File: src/rtl/cpu_io_port.sv
// cpu_io_port: per-channel strobe-captured input FIFOs, one-cycle CPU read port, latched outputs (optional CPU_IO_SYNC_EN input synchronisers)
module cpu_io_port #(
  parameter int WIDTH      = 16,
  parameter int NUM_CH     = 2,
  parameter int FIFO_DEPTH = 4,
  parameter int CH_W       = (NUM_CH > 1) ? $clog2(NUM_CH) : 1
) (
  input  logic                    clk,
  input  logic                    reset,
  input  logic [NUM_CH*WIDTH-1:0] input_pin,
  input  logic [NUM_CH-1:0]       input_enable,
  input  logic [CH_W-1:0]         cpu_ch,
  input  logic                    cpu_rd,
  input  logic                    cpu_wr,
  input  logic [WIDTH-1:0]        cpu_wdata,
  input  logic                    cpu_clr,
  output logic [WIDTH-1:0]        cpu_rdata,
  output logic                    cpu_rvalid,
  output logic [NUM_CH*WIDTH-1:0] output_pin,
  output logic [NUM_CH-1:0]       in_empty,
  output logic [NUM_CH-1:0]       in_full,
  output logic [NUM_CH-1:0]       overflow
);
  localparam int AW = $clog2(FIFO_DEPTH);
  localparam int CW = AW + 1;
  logic [NUM_CH*WIDTH-1:0] pin_s;
  logic [NUM_CH-1:0] en_s, hist_q, push, pop, push_ok, sel;
  logic ch_ok;
  logic [NUM_CH-1:0][AW-1:0] wp_q, wp_d, rp_q, rp_d;
  logic [NUM_CH-1:0][CW-1:0] cnt_q, cnt_d;
  logic [NUM_CH-1:0] empty_q, empty_d, full_q, full_d, ovf_q, ovf_d;
  logic [WIDTH-1:0] rdata_q, rdata_d;
  logic rvalid_q, rvalid_d;
  logic [NUM_CH*WIDTH-1:0] out_q, out_d;
  logic [WIDTH-1:0] mem_q [NUM_CH][FIFO_DEPTH];
`ifdef CPU_IO_SYNC_EN
  logic [NUM_CH*WIDTH-1:0] pin_m_q, pin_s_q;
  logic [NUM_CH-1:0] en_m_q, en_s_q;
  // two-flop synchroniser on every data and strobe bit, so data stays aligned with its strobe
  always_ff @(posedge clk or negedge reset)
    if (!reset) begin
      pin_m_q <= '0;
      pin_s_q <= '0;
      en_m_q  <= '0;
      en_s_q  <= '0;
    end else begin
      pin_m_q <= input_pin;
      pin_s_q <= pin_m_q;
      en_m_q  <= input_enable;
      en_s_q  <= en_m_q;
    end
  assign pin_s = pin_s_q;
  assign en_s  = en_s_q;
`else
  assign pin_s = input_pin;
  assign en_s  = input_enable;
`endif
  assign ch_ok      = int'(cpu_ch) < NUM_CH;
  assign cpu_rdata  = rdata_q;
  assign cpu_rvalid = rvalid_q;
  assign output_pin = out_q;
  assign in_empty   = empty_q;
  assign in_full    = full_q;
  assign overflow   = ovf_q;
  // per-channel push/pop decisions; a pop frees the slot a simultaneous push needs, and overflow set beats clear
  always_comb begin
    wp_d = wp_q;
    rp_d = rp_q;
    cnt_d = cnt_q;
    empty_d = empty_q;
    full_d = full_q;
    ovf_d = ovf_q;
    out_d = out_q;
    rdata_d = rdata_q;
    rvalid_d = 1'b0;
    sel = '0;
    push = '0;
    pop = '0;
    push_ok = '0;
    for (int c = 0; c < NUM_CH; c++) begin
      sel[c] = ch_ok && cpu_ch == CH_W'(c);
      push[c] = en_s[c] && !hist_q[c];
      pop[c] = cpu_rd && sel[c] && !empty_q[c];
      push_ok[c] = push[c] && (!full_q[c] || pop[c]);
      wp_d[c] = push_ok[c] ? wp_q[c] + AW'(1) : wp_q[c];
      rp_d[c] = pop[c] ? rp_q[c] + AW'(1) : rp_q[c];
      cnt_d[c] = cnt_q[c] + CW'(push_ok[c]) - CW'(pop[c]);
      empty_d[c] = cnt_d[c] == '0;
      full_d[c] = cnt_d[c] == CW'(FIFO_DEPTH);
      ovf_d[c] = (push[c] && !push_ok[c]) ? 1'b1 : (cpu_clr && sel[c]) ? 1'b0 : ovf_q[c];
      out_d[c*WIDTH +: WIDTH] = (cpu_wr && sel[c]) ? cpu_wdata : out_q[c*WIDTH +: WIDTH];
      if (pop[c]) begin
        rdata_d = mem_q[c][rp_q[c]];
        rvalid_d = 1'b1;
      end
    end
  end
  // control and status state; async clear discards queued words by zeroing pointers and counts
  always_ff @(posedge clk or negedge reset)
    if (!reset) begin
      hist_q   <= '0;
      wp_q     <= '0;
      rp_q     <= '0;
      cnt_q    <= '0;
      empty_q  <= '1;
      full_q   <= '0;
      ovf_q    <= '0;
      out_q    <= '0;
      rdata_q  <= '0;
      rvalid_q <= 1'b0;
    end else begin
      hist_q   <= en_s;
      wp_q     <= wp_d;
      rp_q     <= rp_d;
      cnt_q    <= cnt_d;
      empty_q  <= empty_d;
      full_q   <= full_d;
      ovf_q    <= ovf_d;
      out_q    <= out_d;
      rdata_q  <= rdata_d;
      rvalid_q <= rvalid_d;
    end
  // FIFO storage needs no reset: entries are only visible between the pointers
  always_ff @(posedge clk)
    for (int c = 0; c < NUM_CH; c++)
      if (push_ok[c]) mem_q[c][wp_q[c]] <= pin_s[c*WIDTH +: WIDTH];
endmodule

File: config.mk
export PLATFORM = sky130hd
export DESIGN_NAME = cpu_io_port
export DESIGN_NICKNAME = d
export VERILOG_FILES = /design/src/rtl/cpu_io_port.sv
export SDC_FILE = /design/constraint.sdc
export NUM_CORES = 1
export LEC_CHECK = 0
export CELL_PAD_IN_SITES_DETAIL_PLACEMENT = 1
export CELL_PAD_IN_SITES_GLOBAL_PLACEMENT = 1
export CORE_MARGIN = 5
export CORE_UTILIZATION = 45
export CTS_CLUSTER_DIAMETER = 30
export DETAILED_ROUTE_END_ITERATION = 8
export GPL_TIMING_DRIVEN = 0
export PLACE_DENSITY = 0.8
export SYNTH_ARGS = -nofsm -noshare
export SYNTH_HDL_FRONTEND = slang
export SYNTH_SLANG_ARGS = --single-unit
File: constraint.sdc
create_clock -name clk -period 3.4 [get_ports clk]
set_input_delay 0.68 -clock clk [delete_from_list [all_inputs] [get_ports clk]]
set_output_delay 0.68 -clock clk [all_outputs]
set_load 0.1 [all_outputs]
; ---- Word level (Yosys, flattened, before mapping)
; Memory sizes are Yosys's and may differ from the RTL's.
; Index checks and enable logic that the tools add are counted.
[totals]
memories = 1
output_inout_bits = 55
elab_cells = 90
ramBits = 128
inputBits = 56
ff_bits = 71
[mem_list]
columns = name, depth, word_bits, read_ports, rd_clocked_by_memory_dff, write_ports, line_no
row1 = mem_q, 2, 64, 2, 0, 2, 35  ; logic [WIDTH-1:0] mem_q [NUM_CH][FIFO_DEPTH];
[classes]
bitwise = 5
eq_ne = 2
add_sub_neg = 8
n_reduce_logical = 31
magnitude_cmp = 6
mux = 22
[op_table]
columns = op, n
row1 = $mux 16, 8
row2 = $mux 64, 2
row3 = $bmux 16 s2, 2
row4 = $demux 16 s2, 2
row5 = $logic_and 1x1->1, 16
row6 = $ge 3x3->1 const B, 4
row7 = $not 2->3, 4
row8 = $add 2x1->2 const B, 4
row9 = $logic_not 1->1, 8
row10 = $mux 1, 8
row11 = $add 3x1->3, 2
row12 = $eq 3x3->1 const B, 2
row13 = $logic_not 3->1, 2
row14 = $lt 3x1->1 const B, 2
row15 = $reduce_bool 2->1, 3
row16 = $sub 3x1->3, 2
row17 = $logic_or 1x1->1, 2
row18 = $not 1->1, 1

; ---- Logic depth before layout (Yosys ltp)
; Gate-level depths: netlist of the first run.
[logic_depth]
depth_word = 8
ltp_mapped = 10
mapped_depth_nobuf = 9

; ---- Least setup slack after synthesis of the first run
; OpenSTA, ideal clock, no wires.
[synth_path]
kind = register to register
start = reg empty_q[0] (netlist: in_empty[0])
end = reg full_q[0] (netlist: in_full[0])
setup_ns = 0.088
t_required_ns = 3.312
path_stages_with_launch = 11
t_arrival_ns = 2.827
period_less_slack_ns = 2.915
setup_slack_ns = 0.485
path_buffers = 1
cell_sequence = dfstp_2 > or3b_4 > clkinv_1 > buf_4 > ha_1 > inv_1 > ha_1 > fa_1 > xnor2_1 > xnor2_1 > nor3b_1
[synth_lines]
columns = item, line_no
row1 = "start, declared", 31  ; logic [NUM_CH-1:0] empty_q, empty_d, full_q, full_d, ovf_q, ovf_d;
row2 = "start signal, assigned", 116  ; empty_q <= empty_d;
row3 = "end signal, assigned", 117  ; full_q <= full_d;
row4 = "end, declared", 31

==> results of run 1 <==
==> through the flow <==
step                      cell area [um2]  cells  hold WS, ns
after floorplan                      7740    435        0.384
after global placement               9120    770        0.471
after detailed placement             9120    770        0.490
after CTS                            9720    802        0.403
after global routing                 9720    802        0.448
final                                9720    802        0.373
==> flip-flops by register name (all words and copies together), names as in the netlist <==
name,count
overflow,2
mem_q,128
cnt_q,6
cpu_rdata,16
in_full,2
cpu_rvalid,1
output_pin,32
rp_q,4
hist_q,2
wp_q,4
in_empty,2
==> path summary, 6_finish.rpt <==
path	start	to	slack [ns]	depth (start not counted)
max reg2reg	in_empty[1]	in_full[1]	0.52	9
max in group asynchronous	reset	rp_q[3]	2.40	1
min reg2reg	output_pin[3]	output_pin[3]	0.51	1
max	cpu_ch	in_full[1]	0.22	10
min	reset	output_pin[12]	0.37	1
min in group clk	output_pin[3]	output_pin[3]	0.51	1
==> area by class of cell <==
cell class / instances / area, um2 / share of cell area (%)
timing repair buffer: 110 / 1100 / 11.3
inverter: 15 / 60.1 / 0.618
sequential: 199 / 5620 / 57.8
tap: 225 / 282 / 2.90
clock inverter: 12 / 150 / 1.54
multi-input combinational: 201 / 1940 / 20.0
buffer: 20 / 120 / 1.24
clock buffer: 20 / 447 / 4.59
==> worst max-delay path, stage by stage <==
cell and delay, ns:
clkdlybuf4s50_1 0.54, nand3b_1 0.22, clkbuf_1 0.50, inv_1 0.11
ha_1 0.31, inv_1 0.04, ha_1 0.18, fa_1 0.39
xnor2_1 0.25, nor3b_1 0.29
==> power breakdown <==
part           internal [mW]  total, mW  switching [mW]
logic                   1.00       3.15            2.15
clock network           1.18       2.04           0.865
registers               3.02       3.22           0.201
total                   5.20       8.41            3.21
==> cells in the final DEF (no fill, tap or decap), types with 3 or more instances in the layout <==
| master | instances |
|---|---|
| edfxtp_1 | 128 |
| buf_6 | 3 |
| buf_2 | 11 |
| bufinv_16 | 3 |
| mux4_2 | 11 |
| clkinv_2 | 5 |
| xnor2_1 | 8 |
| clkbuf_1 | 5 |
| mux2_2 | 65 |
| inv_1 | 14 |
| clkbuf_16 | 17 |
| and2_1 | 8 |
| dfrtp_1 | 69 |
| nand2b_1 | 3 |
| ha_1 | 12 |
| o21ai_0 | 3 |
| buf_4 | 3 |
| nand2_1 | 23 |
| clkdlybuf4s50_1 | 109 |
| nand3_1 | 32 |
| mux4_1 | 5 |
| a22oi_1 | 16 |
==> per-layer routing <==
layer	share of wire, %	global-route usage (%)	vias up	routed length (um)
li1	-	-	1888	-
met1	41	23.2	2178	7150
met2	52	30.9	110	9080
met3	4.2	3.90	39	741
met4	3.4	8.98	0	596
met5	0	0	-	0
==> kinds of logic after synthesis <==
kind of cell               count (synthesis)
DFF                                      199
xor gates and xnor gates                  10
adders and majority gates                 14
muxes                                     82
AOI/OAI and AO/OA                         21
buffers and inverters                     35
and+or+nand+nor                           74
==> flow_summary.toml, run 1 <==
[clock_tree]
htree_levels = 4
ctsResizeCount = 0
cts_tree = "yes"
clock_path_buffers = 2
clk_latency_ns = 0.44
cts_made_buffers = 17
cts_setup_buffers = 0
clk_pin_slew_ns = 0.07
cts_hold_buf = 0
cts-root-buf = "clkbuf_16"
clock-sinks = 199

[detailed_routing]
ant_nets = 0
vias = 4215
drtPass1Iterations = 4
first_iter_violations = 221
post_drt_wl_per_cell_um = 21.9
routed_wl_um = 17600
vias_per_cell = 5.26
drc = 0

[yosys]
netlist_area_um2 = 7740
syn_inst = 435
synth.mux.area_fraction_pct = 14.5
synth_top_family_by_area = "multiplexers"
ys_seq_area_share_pct = 72.6
synth_nets = 505
yosysMostFrequentCell = "edfxtp_1"
synth_edf_count = 128
synth-seq-cells = 199
ys.flop_type = "edfxtp_1"
ys_warn_count = 0
yosys.area.top_type_share_pct = 49.7
synth-async-reset-ratio_pct = 35.7
synth_top_cell_by_area = "edfxtp_1"
avgSynthCellArea_um2 = 17.8
synth_fa_ha_area_share_pct = 2.46
synth-simple-area-share_pct = 4.93
yosysUniqueCellTypes = 32
synthXorXnorAreaFrac_pct = 1.13
synth_top_cells_by_count = "edfxtp_1 (128), dfrtp_1 (69), mux2_2 (65), nand3_1 (32), nand2_1 (23)"
synth_area_leaders = "edfxtp_1 (50%), dfrtp_1 (22%), mux2_2 (9.5%)"
synth_compound_area_share_pct = 2.07

[place]
gp_congestion = 0.753
port_buffers = 110
hpwl_um = 11700
post-place-ws_ns = -0.222

[timing]
tns_ns = 0
min_period_ns = 3.18
worstMarginPinSlew_ns = 1.06
period_share_pct = 93.4
finalSetupViolCount = 0
skew_ns = 0.0126
hold_violations = 0
slew_viol_final = 0
setup_ws_ns = 0.224
fmax_ghz = 0.315
rsz0062_at_grt = "no"
slew_headroom_pct = 29.4

[die]
die_area_um2 = 19900
rows = 48
core_area_um2 = 17100
die_w_um = 141
ios = 111
die_h_um = 141
start_util_pct = 45.2

[power_and_ir_drop]
p_total_mw = 8.41
p_leak_nw = 3.61
max-vdd-ir-drop_mv = 0.509
power_density_nw_per_um2 = 865

[layout]
drive_above_1_share_pct = 22.7
fin_util_pct = 56.8
synthToLayoutAreaGrowth_pct = 25.6
final_nets = 634
n_fill_cell = 1566
diodes = 0

[grt]
grt_pass1_vias = 4773
grt_max_degree = 72
grt_antenna_before_repair = 0
grt_pass1_wl_um = 27700
grt_usage_pct = 18.6
overflow = 0

[setup_path]
startpoint_type = "input port"
worstPathArrival_ns = 3.50
crit_fanout = 10
endpoint_kind = "register"
path_class = "in2reg"
required_ns = 3.73

[run_status]
status = "completed"

[worst_hold_path]
min_path_type = "in2async"

[flow_run]
maxCapViolations = 0
Note: power is estimated with default switching activity, not from simulation.
==> run 2, diff against run 1 <==
Settings changed: GPL_TIMING_DRIVEN 0 to unset, PLACE_DENSITY 0.8 to unset, PLACE_DENSITY_LB_ADDON set to 0.15.
==> run 2 against run 1 <==
Effect of this change: cell area fell by 1.2%; worst setup slack improved by 0.41 ns; register-to-register slack improved by 0.51 ns; sequential cell count stayed put; combinational power is 7.6% lower; non-clock buffer count is 4 lower; wire length down 7.9%; global-route usage fell by 1.7 points; sequential power is 3% higher; power fell by 2.6%; clock power down 4%; largest cell class unchanged; largest power group unchanged; highest routed layer unchanged.
==> flow_summary.toml, run 2 (synthesis gave the netlist of run 1 again) <==
[setup_path]
required_ns = 3.74
startpoint = "cpu_ch"
worstPathArrival_ns = 3.11
timing.rr.start = "in_empty[0]"
path_class = "in2reg"
crit_fanout = 20
startpoint_type = "input port"
endpoint_kind = "register"

[grt]
grt_usage_pct = 16.9
grt_pass1_wl_um = 25300
grt_max_degree = 72
grt_pass1_vias = 4533
overflow = 0
grt_antenna_before_repair = 0

[flow_run]
maxCapViolations = 0

[power_and_ir_drop]
p_leak_nw = 3.63
sw_frac_of_total_pct = 39.1
internal_power_mw = 4.99
p_total_mw = 8.19
combPwrFrac_pct = 35.6
seqPwrFrac_pct = 40.6
p_sw_mw = 3.21
power_density_nw_per_um2 = 852
clkPwrFrac_pct = 23.8
max-vdd-ir-drop_mv = 0.421

[layout]
final_area_um2 = 9610
n_fill_cell = 1578
drive_above_1_share_pct = 28.3
diodes = 0
layout_commonest_cell = "edfxtp_1"
final_nets = 630
fin_util_pct = 56.1
synthToLayoutAreaGrowth_pct = 24.1
final_cell_mix = "edfxtp_1 (128), clkdlybuf4s50_1 (77), dfrtp_1 (69), mux2_2 (65), buf_4 (49)"
largest_reg_flops = 128

[detailed_routing]
ant_nets = 0
drc = 0
first_iter_violations = 206
vias = 4094
post_drt_wl_per_cell_um = 20.3
routed_wl_um = 16200
vias_per_cell = 5.13
drtPass1Iterations = 4

[timing]
fmax_ghz = 0.361
skew_ns = 0.00820
worstMarginPinSlew_ns = 1.03
rsz0062_at_grt = "no"
period_share_pct = 81.4
min_period_ns = 2.77
tns_ns = 0
slew_headroom_pct = 31.2
slew_viol_final = 0
hold_violations = 0
finalSetupViolCount = 0

[clock_tree]
clk_latency_ns = 0.43
cts-root-buf = "clkbuf_16"
ctsResizeCount = 0
clock-sinks = 199
clk_pin_slew_ns = 0.07
clock_path_buffers = 2
cts_hold_buf = 0
cts_tree = "yes"
cts_setup_buffers = 0
cts_made_buffers = 17
htree_levels = 4

[place]
port_buffers = 110
hpwl_um = 10900
place_area_um2 = 9040
gp_congestion = 0.712

[die]
die_area_um2 = 19900
start_util_pct = 45.2
core_area_um2 = 17100
rows = 48
die_h_um = 141
die_w_um = 141
ios = 111

[worst_hold_path]
min_path_type = "in2async"

[run_status]
status = "completed"
## run 2: power groups by stage
stage | sequential (mW) | combinational [mW] | clock, mW
finish | 3.33 | 2.91 | 1.95
global route | 3.39 | 3.06 | 2.10
CTS | 3.34 | 2.95 | 2.01
detailed placement | 3.39 | 2.94 | 0
global placement | 3.36 | 2.87 | 0
floorplan | 4.43 | 1.10 | 0
## run 2: layout make-up
type	instances	area [um2]	share of cell area (%)
inverters	15	56.3	0.586
clock buffers	17	425	4.43
clock inverters	15	143	1.48
well taps	225	282	2.93
multi-input cells	201	1940	20.2
repair buffers	126	1140	11.8
flip-flops and latches	199	5620	58.5
## run 2: final timing paths
path                       cells after the start            end  slack (ns)
min in group clk                               1        rp_q[2]        0.50
min                                            1  cpu_rdata[13]        0.38
max                                            9     in_full[0]        0.63
min reg2reg                                    1        rp_q[2]        0.50
max in group asynchronous                      1       cnt_q[4]        2.38
max reg2reg                                    8     in_full[0]        1.03
## run 2: layer usage
| layer | track usage [%] | wire length, um |
|---|---|---|
| met2 | 29.1 | 8640 |
| met1 | 21.1 | 6820 |
| met4 | 5.46 | 250 |
| met5 | 0 | 0 |
| met3 | 3.73 | 468 |
## run 2: critical path, cell delays in order
cell	delay (ns)
clkdlybuf4s50_1	0.53
or3b_4	0.42
buf_4	0.22
a21oi_4	0.26
ha_1	0.22
fa_1	0.19
xnor2_1	0.09
xnor2_1	0.26
nor3b_1	0.23
## run 2: through the flow
| step | instances | hold slack (ns) | worst slack (ns) |
|---|---|---|---|
| 6_report | 798 | 0.379 | 0.633 |
| 5_1_grt | 798 | 0.455 | 0.446 |
| 4_1_cts | 798 | 0.408 | 0.623 |
| 3_5_place_dp | 766 | 0.490 | 0.215 |
| 3_3_place_gp | 766 | 0.481 | 0.377 |
| 2_1_floorplan | 435 | 0.384 | 0.485 |
